File: src/rtl/onehot_scan_pkg.sv
// onehot_scan_pkg: shared state type, index-width helper and find-first-set function for onehot_scan_encoder
package onehot_scan_pkg;
  localparam int MAX_WIDTH = 64;
  localparam int MAX_IDX_W = $clog2(MAX_WIDTH);
  typedef enum logic {IDLE, SCAN} scan_state_t;
  function automatic int idx_width(input int width);
    return (width < 2) ? 1 : $clog2(width);
  endfunction
  function automatic logic [MAX_IDX_W-1:0] find_first(input logic [MAX_WIDTH-1:0] vec, input bit msb_first);
    logic [MAX_IDX_W-1:0] r;
    r = '0;
    for (int i = 0; i < MAX_WIDTH; i++)
      if (msb_first ? vec[i] : vec[MAX_WIDTH-1-i]) r = msb_first ? MAX_IDX_W'(i) : MAX_IDX_W'(MAX_WIDTH-1-i);
    return r;
  endfunction
endpackage

File: src/rtl/first_set_index.sv
// first_set_index: combinational find-first-set over vec (LSB or MSB first per MSB_FIRST); idx = first set bit, one_hot = exactly one bit set
module first_set_index import onehot_scan_pkg::*; #(
  parameter int WIDTH = 16,
  parameter bit MSB_FIRST = 1'b0,
  parameter int IDX_W = idx_width(WIDTH)
) (
  input  logic [WIDTH-1:0] vec,
  output logic [IDX_W-1:0] idx,
  output logic             one_hot
);
  assign idx = IDX_W'(find_first(MAX_WIDTH'(vec), MSB_FIRST));
  assign one_hot = (vec != '0) && ((vec & (vec - WIDTH'(1))) == '0);
endmodule

File: src/rtl/onehot_scan_encoder.sv
// onehot_scan_encoder: accepts a WIDTH-bit request vector (in_valid/in_ready/in_data) and emits one index per beat
//   (out_valid/out_ready/out_idx/out_last/out_seq); zero_drop pulses when an all-zero vector is accepted; busy = scanning.
//   Define SCAN_MSB_FIRST_EN to emit indices highest-first instead of lowest-first.
//   in_ready is combinational from out_ready so a new vector can load on the last beat without a bubble.
module onehot_scan_encoder import onehot_scan_pkg::*; #(
  parameter int WIDTH = 16,
  parameter int IDX_W = idx_width(WIDTH)
) (
  input  logic             clk,
  input  logic             rst_n,
  input  logic             in_valid,
  output logic             in_ready,
  input  logic [WIDTH-1:0] in_data,
  output logic             out_valid,
  input  logic             out_ready,
  output logic [IDX_W-1:0] out_idx,
  output logic             out_last,
  output logic [IDX_W:0]   out_seq,
  output logic             zero_drop,
  output logic             busy
);
`ifdef SCAN_MSB_FIRST_EN
  localparam bit MSB_FIRST = 1'b1;
`else
  localparam bit MSB_FIRST = 1'b0;
`endif
  scan_state_t state, state_next;
  logic [WIDTH-1:0] pending, pending_next;
  logic [IDX_W:0] seq_next;
  logic accept, load, beat, done;
  first_set_index #(.WIDTH(WIDTH), .MSB_FIRST(MSB_FIRST), .IDX_W(IDX_W)) u_ffs (
    .vec(pending),
    .idx(out_idx),
    .one_hot(out_last)
  );
  assign out_valid = state == SCAN;
  assign busy = state == SCAN;
  assign beat = out_valid && out_ready;
  assign done = beat && out_last;
  assign in_ready = (state == IDLE) || done;
  assign accept = in_valid && in_ready;
  assign load = accept && (in_data != '0);
  always_comb begin
    state_next = load ? SCAN : done ? IDLE : state;
    pending_next = load ? in_data : beat ? pending & ~(WIDTH'(1) << out_idx) : pending;
    seq_next = (load || done) ? '0 : beat ? out_seq + (IDX_W+1)'(1) : out_seq;
  end
  always_ff @(posedge clk or negedge rst_n) begin
    if (!rst_n) begin
      state <= IDLE;
      pending <= '0;
      out_seq <= '0;
      zero_drop <= 1'b0;
    end else begin
      state <= state_next;
      pending <= pending_next;
      out_seq <= seq_next;
      zero_drop <= accept && (in_data == '0);
    end
  end
endmodule

File: config.mk
export PLATFORM = sky130hd
export DESIGN_NAME = onehot_scan_encoder
export DESIGN_NICKNAME = d
export VERILOG_FILES = /design/src/rtl/onehot_scan_pkg.sv /design/src/rtl/first_set_index.sv /design/src/rtl/onehot_scan_encoder.sv
export SDC_FILE = /design/constraint.sdc
export NUM_CORES = 1
export LEC_CHECK = 0
export CAP_MARGIN = 10
export CORE_MARGIN = 2
export CORE_UTILIZATION = 45
export DETAILED_ROUTE_END_ITERATION = 12
export GPL_TIMING_DRIVEN = 0
export PLACE_DENSITY = 0.85
export SETUP_SLACK_MARGIN = 0.1
export SYNTH_ARGS = -nofsm -noshare
export SYNTH_HDL_FRONTEND = slang
export SYNTH_SLANG_ARGS = --single-unit
File: constraint.sdc
create_clock -name clk -period 2.4 [get_ports clk]
set_input_delay 0.48 -clock clk [delete_from_list [all_inputs] [get_ports clk]]
set_output_delay 0.48 -clock clk [all_outputs]
set_load 0.05 [all_outputs]
* Word-level counts from Yosys, hierarchy flattened
Cells that the tools add are included.
** Operators by class
- Add/sub/neg operators :: 2
- Bitwise operators :: 4
- Div/mod/pow operators :: 0
- Equal/unequal tests :: 0
- Muxes and demuxes :: 22
- Magnitude comparators :: 0
- $mul :: 0
- Reduce and logical (&&, ||, !) cells :: 15
- Shift-type cells :: 1
** Operators with widths (number)
- $mux 4 :: 16
- $and 16x16->16 :: 2
- $logic_not 16->1 :: 2
- $mux 16 :: 2
- $reduce_bool 16->1 :: 2
- $not 16->16 :: 1
- $shl 1x4->16 const A :: 1
- $sub 16x1->16 const B :: 1
- $mux 5 :: 2
- $logic_and 1x1->1 :: 6
- $reduce_bool 2->1 :: 3
- $add 5x1->5 const B :: 1
- $logic_or 1x1->1 :: 2
- $mux 1 :: 2
- $not 1->1 :: 1
** Storage, ports and cells
- Flip-flop bits (word level) :: 23
- Output and inout port bits :: 14
- Bits of input ports :: 20
- Bits in latches :: 0
- Bits in read-only memories :: 0
- Memories kept :: 0
- Bits in writable memories :: 0
- Logic and storage cells :: 48

* Logic depth before layout (Yosys ltp)
Gate-level depths: netlist of run 1.
- Depth after elaboration :: 21
- Mapped depth :: 9
- Depth with buffers taken out :: 8

* Hierarchy
Synthesis of run 1 repeated with hierarchy kept, for this count alone.
** Unflattened totals
- Cell total of the unflattened synthesis :: 169
- Area total of the unflattened synthesis :: 1536.5 sq um
** Modules (own cells, without submodules)
- onehot_scan_encoder :: area an instance 1206.2 sq um, times used 1, sequential area each 575.6 sq um, cells each 113
- first_set_index :: area an instance 330.3 sq um, times used 1, sequential area each 0.0 sq um, cells each 56

* Worst setup path after synthesis of run 1
OpenSTA, ideal clock, no wires.
- Kind :: register to output
- Start point :: reg pending[5]
- End point :: out out_idx[3]
- Slack :: -0.306 ns
- Data required time :: 1.920 ns
- Stages on the path, launching flop included :: 4
- Data arrival time :: 2.226 ns
- Buffers on the path :: 1
- Path through :: dfrtp_1 -> buf_6 -> or4_4 -> a211oi_1
** On the way
- Word-level cells in the longest chain between the ends :: 6
** RTL lines
- start, declared :: RTL line onehot_scan_encoder.sv:28 : logic [WIDTH-1:0] pending, pending_next;
- start signal, assigned :: RTL line onehot_scan_encoder.sv:56 : pending <= pending_next;
- $mux 4 (6 in a row) :: RTL line onehot_scan_pkg.sv:13 : if (msb_first ? vec[i] : vec[MAX_WIDTH-1-i]) r = msb_first ? MAX_IDX_W'(i) : MAX_IDX_W'(MAX_WIDTH-1-i);
- end, declared :: RTL line onehot_scan_encoder.sv:16 : output logic [IDX_W-1:0] out_idx,
Every way passes these cells.

* Final worst setup path of run 1
- Start point :: reg pending[5]
- End point :: out out_last
** On the way
- Word-level cells in the longest chain between the ends :: 4
- Elaborated cells on any way between the ends :: 5
- Those cells by class :: add/sub: 1; bitwise: 1; reduce/logical: 3
** RTL lines
- $sub 16x1->16 :: RTL line first_set_index.sv:12 : assign one_hot = (vec != '0) && ((vec & (vec - WIDTH'(1))) == '0);
- $and 16x16->16 :: RTL line first_set_index.sv:12
- $logic_not 16->1 :: RTL line first_set_index.sv:12
- $logic_and 1x1->1 (*) :: RTL line first_set_index.sv:12
- end, declared :: RTL line onehot_scan_encoder.sv:17 : output logic out_last,
Every way passes the cells marked *; elsewhere a longest branch is shown, timed or not.

==> results of run 1 <==
cell families (layout without fill, tap and decap cells):
kind of cell / Yosys count / in the layout / synth area share [%]
compound gates: 66 / 67 / 27.8
xor+xnor: 1 / 1 / 0.562
fa+ha+maj: 3 / 3 / 2.09
buf+inv: 19 / 78 / 6.26
flops: 23 / 23 / 36.9
mux: 1 / 1 / 0.642
simple gates: 82 / 82 / 25.8
metrics by stage:
stage               setup WS (ns)  cells
floorplan                  -0.265    195
global placement           -0.996    274
detailed placement          -1.02    274
CTS                        -0.435    296
global route               -0.487    301
finish                     -0.416    301
what timing repair did:
action	in CTS	in global routing
resized for setup	61	44
setup endpoints to repair	29	29
cloned	3	0
setup buffers	15	7
endpoints found under the hold margin	0	0
pin swaps	9	10
critical path, delay by kind of cell, from the launching register on:
kind	cells	cell delay [ns]
simple gates	3	0.78
buf+inv	4	0.45
flops	1	0.40
compound gates	2	0.38
synthesized netlist by cell type (2+ instances only):
cell      instances  area share, %
nor3_1            4            1.3
a31o_2            2            1.1
dfrtp_1          23             37
nand3_1           6            1.9
inv_1             6            1.4
o21ai_1           2           0.64
or2_2             2           0.80
a32o_1            4            2.6
clkbuf_1          8            1.9
a221oi_1          2            1.1
o31ai_1           3            1.4
nor4_1           10            4.0
o22ai_1           3            1.2
nand2b_1          3            1.2
buf_6             3            2.2
o21ai_0          23            7.4
nand2_1          32            7.7
nor2_1           15            3.6
a21oi_1          11            3.5
o31a_1            2            1.1
o21a_1            2           0.96
maj3_1            2            1.3
a31oi_1           2           0.80
o311ai_0          2            1.1
and3_1            2           0.80
final cells by class:
class                           count  area, um^2  area share, %
Clock inverter                      1        5.00          0.210
Tap cell                           46        57.6           2.42
Sequential cell                    23         578           24.3
Timing Repair Buffer               57         552           23.2
Inverter                            7        31.3           1.31
Clock buffer                        3        22.5          0.946
Multi-Input combinational cell    154        1060           44.4
Buffer                             10        77.6           3.26
how the worst max path moves through the flow:
stage,depth (start not counted),to,slack [ns],startpoint
2_1_floorplan,3,out_idx[3],-0.27,pending[7]
3_3_place_gp,7,in_ready,-1.0,pending[11]
3_5_place_dp,7,in_ready,-1.02,pending[11]
4_1_cts,8,in_ready,-0.43,pending[5]
5_1_grt,8,in_ready,-0.49,pending[5]
6_report,9,out_last,-0.42,pending[5]
layer usage:
| metal | routed length (um) | vias to the layer above | share of wire (%) | global-route usage (%) |
|---|---|---|---|---|
| li1 | - | 854 | - | - |
| met2 | 2620 | 119 | 49 | 43.4 |
| met5 | 0 | - | 0 | 0 |
| met3 | 436 | 27 | 8.2 | 3.06 |
| met4 | 238 | 0 | 4.4 | 14.4 |
| met1 | 2060 | 860 | 38 | 33.1 |
flip-flops by register name, indices dropped and copies added (netlist names):
name       flops
out_seq        5
pending       16
zero_drop      1
busy           1
==> results.md, run 1 <==
* Hold slack at 0.604 ns
* RSZ-0062 raised after global routing: true
* Final Cycle Share at 117%
* FP Rows at 21
* Ys Warns at 0
* Die area at 3950 um^2
* Mapped Nets at 216
* Sink Count at 23
* Slew @ Worst Pin at 1.05 ns
* TNS Setup at -1.53 ns
* Reg-to-reg endpoint: out_seq[0]
* Root Buffer: clkbuf_4
* Clk Latency, worst-skew pair at 0.32 ns
* CTS Hold Bufs at 0
* Crit Path Max Fanout at 2
* Largest net degree at the start of global routing at 24
* Worst reg2reg setup slack at -0.21 ns
* Post-synthesis instance total at 195
* IO Port Bufs at 33
* Crit Path Class: flop to primary output
* Initial antenna violation count at 0
* Max Root-Sink Buffers at 2
* CTS clock-pin slew for the worst setup and hold paths at 0.13 ns
* Initial Util at 46.7%
* Slowest CP cell: or4_4
* Area added between synthesis and finish at 52.6%
* Hold Crit Start: out_seq[3]
* Req. time, crit path at 1.92 ns
* Synthesized area per cell at 7.99 um^2
* Register bit total from synthesis at 23
* Final Max Tran Viols at 0
* Placement Cell Area at 1960 um^2
* Gr ovfl total at 0
* TritonRoute pass-1 iters at 6
* Post-synth EDFFs at 0
* Most frequent cells in the layout: 30 x nand2_1, 27 x clkdlybuf4s50_1, 21 x dfrtp_1, 18 x buf_4, 17 x buf_6
* Vias at 1860
* Tmin final at 2.82 ns
* Final core utilization at 71.3%
* CP Cell Sequence: buf_6, or4_4, nor2b_4, a21oi_2, a311oi_4, nand2_2, buf_6, clkinv_4, buf_8
* Max Freq at 0.355 GHz
* Top FF cell, synth: dfrtp_1
* DR vias/cell at 6.18
* DRC at 0
* Layout fillers at 253
* Final hold viol count at 0
* Most used cell, CP: buf_6
* Core box area at 3340 um^2
* Routed WL per cell at 17.8 um
* Die H at 62.9 um
* Vias in the first global route at 1672
* Cell variety after synth at 46
* GP Congestion at 0.905
* Fin area at 2380 um^2
* Crit path DAT at 2.34 ns
* Die Wd at 62.9 um
* R2r startpoint: pending[5]
* Sequential-to-total area share from yosys stat at 36.9%
* Global Route Usage Sum at 26.2%
* Final worst slack at -0.416 ns
* Synth Cell Area at 1560 um^2
* Hold Crit Class: flop to flop
* Antenna Nets Post-Route at 0
* Clock skew at 0.00977 ns
* Ports at 34
* First-pass GRT wire length at 8.28 mm
* Post-Route WL at 5.35 mm
* NumNets Final at 277
* Worst r2r path cells at 13
* Crit path capture type: primary output
* CTS tree: yes
* CTS Buf Count at 3
* Failing checks: negative setup slack
* Most common cell after layout, fill and taps aside: nand2_1
* Fraction of layout cells with a size suffix above 1 at 30.2%
* Outcome: finished, violations left
* Hold EP: out_seq[3]
* Max-cap violations at 0
* CTS H-tree lvls at 1
* N_diodes at 0
* Post-DP HPWL at 3.22 mm
* Post-synth ARST share at 100%
* Max_slew headroom at 30.0%
* Crit path launch type: flop
* WHS Path Cells at 2
* Crit-path max cell delay at 0.50 ns
* Final setup fails at 10
* Iter 0 DRT Violations at 260
Power of run 1 is left out: the tool's default activity adds up to more than one toggle a clock period on the data nets, which glitch-free logic cannot reach.
==> run 2: changes to the inputs <==
CORE_MARGIN = not set   (was 2)
SETUP_SLACK_MARGIN = 0.02   (was 0.1)
TNS_END_PERCENT = 1   (was not set)
==> run 2 against run 1 <==
The run still ends with negative setup slack left; sequential share of layout area grew 2.7 points; worst setup slack lost 0.061 ns; die area decreased by 6.3%; hold slack improved by 0.027 ns; critical path depth decreased by 2; fmax decreased by 2.1%; wire length down 15%; count of clock-buffer cells in the layout up 1; global-route usage grew 0.57 points; critical endpoint is now in_ready.
==> results.md, run 2 (synthesis gave the netlist of run 1 again) <==
* Hold Crit Class: flop to flop (unchanged)
* Fraction of layout cells with a size suffix above 1 at 20.0% (was 30.2%)
* Req. time, crit path at 1.92 ns (about the same)
* Most frequent cells in the layout: 32 x nand2_1, 27 x clkdlybuf4s50_1, 23 x o21ai_0, 20 x dfrtp_1, 17 x buf_4 (was 30 x nand2_1, 27 x clkdlybuf4s50_1, 21 x dfrtp_1, 18 x buf_4, 17 x buf_6)
* Largest registers: pending (16), out_seq (5) (unchanged)
* CTS tree: yes (unchanged)
* Crit Path Max Fanout at 3 (was 2)
* Post-Route WL at 4.55 mm (was 5.35 mm)
* Ports at 34 (unchanged)
* Post-DP HPWL at 2.99 mm (was 3.22 mm)
* Clk Latency, worst-skew pair at 0.32 ns (about the same)
* RSZ-0062 raised after global routing: true (unchanged)
* CTS Hold Bufs at 0 (unchanged)
* TritonRoute pass-1 iters at 5 (was 6)
* Max-cap violations at 0 (unchanged)
* Final Non-Filler Cells at 291 (was 301)
* CTS Buf Count at 3 (unchanged)
* Antenna Nets Post-Route at 0 (unchanged)
* Largest register FFs at 16 (unchanged)
* Die Wd at 60.9 um (was 62.9 um)
* Global Route Usage Sum at 26.8% (was 26.2%)
* Max_slew headroom at 31.7% (was 30.0%)
* Final worst slack at -0.477 ns (was -0.416 ns)
* Crit path DAT at 2.40 ns (was 2.34 ns)
* Vias at 1721 (was 1860)
* Routed WL per cell at 15.6 um (was 17.8 um)
* Largest reg by FF count: pending (unchanged)
* DRC at 0 (unchanged)
* N_diodes at 0 (unchanged)
* Tmin final at 2.88 ns (was 2.82 ns)
* Final Cycle Share at 120% (was 117%)
* NumNets Final at 267 (was 277)
* FP Rows at 21 (unchanged)
* Initial antenna violation count at 0 (unchanged)
* Die area at 3700 um^2 (was 3950 um^2)
* First-pass GRT wire length at 7.26 mm (was 8.28 mm)
* CTS clock-pin slew for the worst setup and hold paths at 0.13 ns (about the same)
* Largest net degree at the start of global routing at 24 (unchanged)
* Root Buffer: clkbuf_4 (unchanged)
* Area added between synthesis and finish at 37.6% (was 52.6%)
* GP Congestion at 0.948 (was 0.905)
* Outcome: finished, violations left (unchanged)
* Final hold viol count at 0 (unchanged)
* Max Root-Sink Buffers at 2 (unchanged)
* Clock skew at 0.0112 ns (was 0.00977 ns)
* Most common cell after layout, fill and taps aside: nand2_1 (unchanged)
* Crit path launch type: flop (unchanged)
* Placed Cells at 274 (unchanged)
* Failing checks: negative setup slack (unchanged)
* Slew @ Worst Pin at 1.02 ns (was 1.05 ns)
* Iter 0 DRT Violations at 176 (was 260)
* Crit Path Class: flop to primary output (unchanged)
* Crit path capture type: primary output (unchanged)
* Initial Util at 46.7% (unchanged)
* Final Max Tran Viols at 0 (unchanged)
* Gr ovfl total at 0 (unchanged)
* Post-Place Worst Slack at -0.996 ns (was -1.02 ns)
* Sink Count at 23 (unchanged)
* IO Port Bufs at 33 (unchanged)
* Max Freq at 0.348 GHz (was 0.355 GHz)
* Die H at 60.9 um (was 62.9 um)
* DR vias/cell at 5.91 (was 6.18)
* Vias in the first global route at 1574 (was 1672)
* Final setup fails at 4 (was 10)
* Core box area at 3340 um^2 (unchanged)
* CTS H-tree lvls at 1 (unchanged)
==> run 2: cell count changes in the layout (fill, tap and decap cells not counted), sizes merged <==
cell | previous run | this run
dlygate4sd2 | 0 | 1
a31o | 4 | 3
buf | 36 | 25
clkinv | 2 | 0
clkbuf | 7 | 9
inv | 6 | 7
==> run 2: worst max-delay path: stages (launching register included) <==
cell and delay, ns:
dfrtp_2 0.44, or4_4 0.56, nor2b_4 0.15, a21oi_2 0.06
a311oi_2 0.37, nand2_2 0.15, o21ai_4 0.17, buf_6 0.18
==> run 2: layer usage <==
| metal | wire length [um] | part of all wire, % | GRT usage [%] |
|---|---|---|---|
| met4 | 154 | 3.4 | 12.3 |
| met1 | 1910 | 42 | 34.8 |
| met3 | 340 | 7.5 | 4.48 |
| met2 | 2150 | 47 | 43.6 |
| met5 | 0 | 0 | 0 |
==> run 2: path summary, 6_finish.rpt <==
kind / cells past startpoint / start / to / slack [ns]
setup / recovery: 7 / pending[7] / in_ready / -0.48
hold / removal: 2 / out_seq[3] / out_seq[3] / 0.63
setup reg to reg: 9 / pending[7] / pending[12] / -0.01
hold reg to reg: 2 / out_seq[3] / out_seq[3] / 0.63
max in group asynchronous: 1 / rst_n / pending[6] / 1.02
min in group asynchronous: 1 / rst_n / zero_drop / 0.70
==> run 2: stage by stage <==
| stage | TNS [ns] | hold slack, ns | instance area, um^2 | utilization [%] |
|---|---|---|---|---|
| 2_1_floorplan | -0.805 | 0.184 | 1560 | - |
| 3_3_place_gp | -11.43 | 0.592 | 1950 | 58.3 |
| 3_5_place_dp | -11.34 | 0.605 | 1950 | 58.3 |
| 4_1_cts | -0.969 | 0.635 | 2120 | 63.4 |
| 5_1_grt | -1.94 | 0.677 | 2150 | 64.3 |
| 6_report | -1.05 | 0.631 | 2150 | 64.3 |
==> run 2: final cells by class <==
cell class	instances	area [um^2]
fillers	301	1190
multi-input cells	153	942
flip-flops and latches	23	579
repair buffers	47	440
plain buffers	11	73.8
well taps	46	57.6
clock buffers	4	26.3
inverters	7	26.3
==> run 2: repair_timing <==
item,4_1_cts,5_1_grt
pin swaps,9,7
setup endpoints to repair,25,17
gates cloned,0,0
resized for setup,49,9
buffers inserted,11,3
Power of run 2 is left out for the same reason.
